--- src/rtl/bram_word_adapter.sv ---
// Byte/halfword/word to byte-wide BRAM adapter: one BRAM byte access per cycle, little-endian, zero-extended reads.
// Optional BRAM_ADAPTER_ALIGN_CHECK_EN: misaligned halfword/word requests get an immediate error response instead.
module bram_word_adapter #(
   parameter int ADDR_WIDTH = 10
) (
   input  logic                  clk,
   input  logic                  rst,
   input  logic                  req_valid,
   output logic                  req_ready,
   input  logic                  req_write,
   input  logic [1:0]            req_size,
   input  logic [ADDR_WIDTH-1:0] req_addr,
   input  logic [31:0]           req_wdata,
   output logic                  resp_valid,
   output logic [31:0]           resp_rdata,
   output logic                  resp_err,
   output logic [ADDR_WIDTH-1:0] bram_addr,
   output logic [7:0]            bram_din,
   output logic                  bram_wen,
   output logic                  bram_ren,
   input  logic [7:0]            bram_dout
);

   typedef enum logic [1:0] {S_IDLE, S_WR, S_RD} state_t;

   state_t                r_state, w_state_nxt;
   logic [ADDR_WIDTH-1:0] r_base, w_base_nxt;
   logic [31:0]           r_wdata, w_wdata_nxt;
   logic [2:0]            r_len, w_len_nxt;
   logic [2:0]            r_cyc, w_cyc_nxt;
   logic [31:0]           r_lanes, w_lanes_nxt;
   logic [ADDR_WIDTH-1:0] r_bram_addr, w_addr_nxt;
   logic [7:0]            r_bram_din, w_din_nxt;
   logic                  r_bram_wen, w_wen_nxt;
   logic                  r_bram_ren, w_ren_nxt;
   logic                  r_resp_valid, w_resp_valid_nxt;
   logic [31:0]           r_resp_rdata, w_resp_rdata_nxt;
   logic                  r_resp_err, w_resp_err_nxt;

   logic [2:0]            w_req_len;
   logic                  w_misalign;
   logic [2:0]            w_cyc_p1;
   logic                  w_issue_more;
   logic [7:0]            w_wbyte;
   logic [1:0]            w_lane_idx;
   logic [31:0]           w_dout_lane;

   assign req_ready  = (r_state == S_IDLE);
   assign resp_valid = r_resp_valid;
   assign resp_rdata = r_resp_rdata;
   assign resp_err   = r_resp_err;
   assign bram_addr  = r_bram_addr;
   assign bram_din   = r_bram_din;
   assign bram_wen   = r_bram_wen;
   assign bram_ren   = r_bram_ren;

   assign w_req_len = (req_size == 2'd0) ? 3'd1 : (req_size == 2'd1) ? 3'd2 : 3'd4;

`ifdef BRAM_ADAPTER_ALIGN_CHECK_EN
   assign w_misalign = ((req_size == 2'd1) & req_addr[0]) |
                       (req_size[1] & (req_addr[1:0] != 2'b00));
`else
   assign w_misalign = 1'b0;
`endif

   assign w_cyc_p1     = r_cyc + 3'd1;
   assign w_issue_more = (w_cyc_p1 < r_len);

   // Read data trails the issued address by one cycle, so lane r_cyc-1 is on bram_dout now.
   assign w_lane_idx  = r_cyc[1:0] - 2'd1;
   assign w_dout_lane = {24'd0, bram_dout} << {w_lane_idx, 3'b000};

   always_comb begin
      w_wbyte = r_wdata[7:0];
      case (w_cyc_p1[1:0])
         2'd0:    w_wbyte = r_wdata[7:0];
         2'd1:    w_wbyte = r_wdata[15:8];
         2'd2:    w_wbyte = r_wdata[23:16];
         default: w_wbyte = r_wdata[31:24];
      endcase
   end

   always_comb begin
      w_state_nxt      = r_state;
      w_base_nxt       = r_base;
      w_wdata_nxt      = r_wdata;
      w_len_nxt        = r_len;
      w_cyc_nxt        = r_cyc;
      w_lanes_nxt      = r_lanes;
      w_addr_nxt       = r_bram_addr;
      w_din_nxt        = r_bram_din;
      w_wen_nxt        = 1'b0;
      w_ren_nxt        = 1'b0;
      w_resp_valid_nxt = 1'b0;
      w_resp_rdata_nxt = r_resp_rdata;
      w_resp_err_nxt   = 1'b0;

      case (r_state)
         S_IDLE: begin
            if (req_valid) begin
               w_base_nxt  = req_addr;
               w_wdata_nxt = req_wdata;
               w_len_nxt   = w_req_len;
               w_cyc_nxt   = 3'd0;
               w_lanes_nxt = 32'd0;
               if (w_misalign) begin
                  w_resp_valid_nxt = 1'b1;
                  w_resp_err_nxt   = 1'b1;
               end else if (req_write) begin
                  w_state_nxt = S_WR;
                  w_addr_nxt  = req_addr;
                  w_din_nxt   = req_wdata[7:0];
                  w_wen_nxt   = 1'b1;
               end else begin
                  w_state_nxt = S_RD;
                  w_addr_nxt  = req_addr;
                  w_ren_nxt   = 1'b1;
               end
            end
         end
         S_WR: begin
            w_cyc_nxt = w_cyc_p1;
            if (w_issue_more) begin
               w_addr_nxt = r_base + ADDR_WIDTH'(w_cyc_p1);
               w_din_nxt  = w_wbyte;
               w_wen_nxt  = 1'b1;
            end else begin
               w_resp_valid_nxt = 1'b1;
               w_state_nxt      = S_IDLE;
            end
         end
         S_RD: begin
            w_cyc_nxt = w_cyc_p1;
            if (w_issue_more) begin
               w_addr_nxt = r_base + ADDR_WIDTH'(w_cyc_p1);
               w_ren_nxt  = 1'b1;
            end
            if (r_cyc != 3'd0) begin
               w_lanes_nxt = r_lanes | w_dout_lane;
            end
            // Last byte goes straight into the response; untouched upper lanes stay zero.
            if (r_cyc == r_len) begin
               w_resp_valid_nxt = 1'b1;
               w_resp_rdata_nxt = r_lanes | w_dout_lane;
               w_state_nxt      = S_IDLE;
            end
         end
         default: begin
            w_state_nxt = S_IDLE;
         end
      endcase
   end

   always_ff @(posedge clk or posedge rst) begin
      if (rst) begin
         r_state      <= S_IDLE;
         r_base       <= '0;
         r_wdata      <= 32'd0;
         r_len        <= 3'd0;
         r_cyc        <= 3'd0;
         r_lanes      <= 32'd0;
         r_bram_addr  <= '0;
         r_bram_din   <= 8'd0;
         r_bram_wen   <= 1'b0;
         r_bram_ren   <= 1'b0;
         r_resp_valid <= 1'b0;
         r_resp_rdata <= 32'd0;
         r_resp_err   <= 1'b0;
      end else begin
         r_state      <= w_state_nxt;
         r_base       <= w_base_nxt;
         r_wdata      <= w_wdata_nxt;
         r_len        <= w_len_nxt;
         r_cyc        <= w_cyc_nxt;
         r_lanes      <= w_lanes_nxt;
         r_bram_addr  <= w_addr_nxt;
         r_bram_din   <= w_din_nxt;
         r_bram_wen   <= w_wen_nxt;
         r_bram_ren   <= w_ren_nxt;
         r_resp_valid <= w_resp_valid_nxt;
         r_resp_rdata <= w_resp_rdata_nxt;
         r_resp_err   <= w_resp_err_nxt;
      end
   end

endmodule
--- config.mk ---
export PLATFORM = sky130hd
export DESIGN_NAME = bram_word_adapter
export DESIGN_NICKNAME = d
export VERILOG_FILES = /design/src/rtl/bram_word_adapter.sv
export SDC_FILE = /design/constraint.sdc
export NUM_CORES = 1
export LEC_CHECK = 0
export ABC_AREA = 1
export CAP_MARGIN = 20
export CORE_AREA = 3 3 123 125
export DETAILED_ROUTE_END_ITERATION = 8
export DIE_AREA = 0 0 126 128
export PLACE_DENSITY_LB_ADDON = 0.12
export SYNTH_ARGS = -nofsm -noshare
export SYNTH_HDL_FRONTEND = slang
export SYNTH_SLANG_ARGS = --single-unit
--- constraint.sdc ---
create_clock -name clk -period 7.8 [get_ports clk]
set_input_delay 0.78 -clock clk [delete_from_list [all_inputs] [get_ports clk]]
set_output_delay 0.78 -clock clk [all_outputs]
set_load 0.05 [all_outputs]
==> impl_metrics.csv <==
group,metric,value,unit
finish,final_cell_mix,"nand2_1, dfrtp_1, clkdlybuf4s50_1",
logic_synthesis,synth_top_family_by_area,"simple AND/OR/NAND/NOR gates",
critical_path,start_kind,"register",
grt,track_usage,0.192,
drt,wl_per_cell,15.0,µm
critical_path,cp_max_fo,21,
critical_path,reg2reg_slack,3.76,ns
placement,port_buffers,109,
placement,dp_hpwl,10300,µm
finish,layout_commonest_cell,"nand2_1",
logic_synthesis,syn_area_per_cell,8.64,µm²
sta,setup-tns-final,0,ns
cts,clock_path_buffers,2,
finish,multi_input_area,0.00244,mm²
logic_synthesis,synth_area,0.00631,mm²
logic_synthesis,synth-seq-cells,135,
drt,dr.pass1.iters,5,
logic_synthesis,synthXorXnorAreaFrac,0.00278,
logic_synthesis,synth-simple-area-share,0.191,
placement,preCtsSetupSlack,3.76,ns
cts,cts_num_sinks,135,
sta,slew_headroom,0.396,
logic_synthesis,synth_compound_area_frac,0.162,
cts,cts_made_buffers,17,
grt,first_global_vias,5025,
power,p_leak,3.78,nW
die,die_area,0.0161,mm²
drt,vias,5170,
logic_synthesis,async_flop_share,1.00,
finish,fin_nets,895,
critical_path,ff2ff_path_depth,14,
drt,via_per_inst,5.08,
logic_synthesis,synth.mux.area_fraction,0,
sta,finalHoldViolCount,0,
sta,tightest_slew,0.903,ns
logic_synthesis,synth_fa_ha_area_frac,0.0309,
cts,tritoncts,"yes",
sta,setup_violations,0,
grt,grt_overflow_total,0,
critical_path,arrival,4.35,ns
critical_path,reg2reg_from,"r_cyc[0]",
logic_synthesis,synth.area.top_cells,"dfrtp_1, nand2_1, o21ai_0",
logic_synthesis,yosys.area.top_type_share,0.535,
die,die_h,128,µm
logic_synthesis,synth_cell_types,37,
sta,postLayoutSetupSlackWorst,3.76,ns
grt,grt_pass1_wl,25000,µm
finish,area_growth_syn_to_layout,28.0,%
cts,cts_hold_buf,0,
cts,ctsResizeCount,0,
sta,clock_skew,0.00450,ns
grt,grt_max_degree,84,
die,rows,43,
finish,layout-drive-gt1-share,0.0860,
die,num_io_pins,111,
logic_synthesis,synth_nets,802,
cts,cts.reportedPaths.clkPinSlew,0.06,ns
logic_synthesis,synth_edf_count,0,
power,p_per_area,452,mW/mm²
logic_synthesis,yosys_warnings,0,
logic_synthesis,synth_top_cell_by_area,"dfrtp_1",
sta,min_period,4.04,ns
critical_path,startpoint,"r_cyc[0]",
finish,seq_area,0.00338,mm²
cts,clk-insertion-delay-late,0.42,ns
sta,finalCritPeriodShare,0.518,
logic_synthesis,synth_ff_type,"dfrtp_1",
die,start_util,0.451,
finish,fillers,1263,
critical_path,cp-end-kind,"register",
critical_path,path_class,"register to register",
logic_synthesis,seq_area_frac_synth,0.535,
cts,cts_setup_buffers,0,
grt,antenna_found_initial,0,
drt,drtIter0Drc,457,
die,core,0.0140,mm²
cts,cts-root-buf,"clkbuf_16",
hold_path,hold_path.class,"register to register",
sta,rsz0062_at_grt,"no",
hold_path,hold_depth,2,
logic_synthesis,postSynthCellCount,731,
placement,place_congestion,0.845,
critical_path,r2r_end,"bram_addr[8]",
die,die_x,126,µm
drt,detail-route-antenna-nets,0,
power,ir_drop,0.000203,V
status,outcome,"finished, final reports clean",
critical_path,required,8.11,ns
cts,htree_levels,4,
power,total_power,0.00366,W
sta,max_freq,0.247,GHz
drt,wl,15200,µm
critical_path,crit_path_end,"bram_addr[8]",
sta,finalMaxSlewViolations,0,
finish,diodes,0,
hold_path,hold_start,"resp_rdata[1]",
job,cap_violations,0,
drt,drc,0,
## cells in the mapped netlist, types with 2 or more instances
master    number
o22ai_1        9
nand3b_1       3
buf_2         12
inv_1         73
o21ai_2        2
nor2_1         5
nand3_1       31
nand2_2        2
a31oi_1        8
buf_6          3
o22ai_2        2
xnor2_1        2
o211ai_1       3
dfrtp_1      135
clkinv_1       2
o21bai_1      12
o21ai_1        9
buf_4          3
nand2_1      249
a22oi_1        8
a21oi_1       26
o21ai_0       55
ha_1          14
clkbuf_1      18
a31o_2         4
inv_2          3
nand4_1        6
a21oi_2       22
buf_1          2
## how the worst min path moves through the flow
stage | endpoint | slack [ns]
2_1_floorplan | r_wdata[10] | 0.45
3_3_place_gp | r_wdata[22] | 0.46
3_5_place_dp | r_wdata[16] | 0.47
4_1_cts | bram_addr[0] | 0.48
5_1_grt | bram_addr[0] | 0.49
6_report | resp_rdata[1] | 0.48
## report_power, final
group	internal [W]	switching [W]
Clock	0.000525	0.000288
Sequential	0.000965	0.000162
Combinational	0.000542	0.00117
## area by class of cell
| class | count | share of cell area |
|---|---|---|
| Inverter | 79 | 0.0373 |
| Tap cell | 180 | 0.0279 |
| Sequential cell | 135 | 0.418 |
| Clock buffer | 23 | 0.0591 |
| Multi-Input combinational cell | 479 | 0.302 |
| Clock inverter | 9 | 0.0152 |
| Timing Repair Buffer | 112 | 0.140 |
## cells by family after synthesis
| group | after synthesis |
|---|---|
| compound gates | 162 |
| fa+ha+maj | 15 |
| flops | 135 |
| other cells | 1 |
| simple gates | 299 |
| buf+inv | 117 |
| xor+xnor | 2 |
## state kept, by name (all words and copies together), names as in the netlist
| signal | cells |
|---|---|
| bram_addr | 10 |
| bram_din | 8 |
| bram_ren | 1 |
| bram_wen | 1 |
| r_base | 10 |
| r_cyc | 3 |
| r_lanes | 32 |
| r_len | 3 |
| r_state | 2 |
| r_wdata | 32 |
| resp_rdata | 32 |
| resp_valid | 1 |
## stage by stage
stage | hold WS [ns] | cell area, µm² | instances | utilization
3_3_place_gp | 0.465 | 7450 | 984 | 0.533
5_1_grt | 0.494 | 8080 | 1017 | 0.578
6_report | 0.479 | 8080 | 1017 | 0.578
2_1_floorplan | 0.449 | 6310 | 731 | -
4_1_cts | 0.483 | 8060 | 1016 | 0.576
3_5_place_dp | 0.467 | 7450 | 984 | 0.533
## routing by layer
metal,vias up,part of all wire,GRT usage
met5,-,0,0
met4,0,0.013,0.0549
met3,18,0.054,0.0488
met2,146,0.46,0.294
met1,2470,0.47,0.272
li1,2536,-,-
## worst max-delay path, cell delays in order (launching register included)
cell and delay (ns):
dfrtp_1 0.77, inv_1 0.41, ha_1 0.82, clkinv_1 0.66, fa_1 0.59, inv_1 0.07, nand2_1 0.06, nand2_1 0.10
nand2_1 0.07, inv_1 0.09, nand2_1 0.05, nand2_1 0.06, nand3_1 0.06, nand2_1 0.08, nand2_1 0.04
Power figures use the tool's default switching activity.
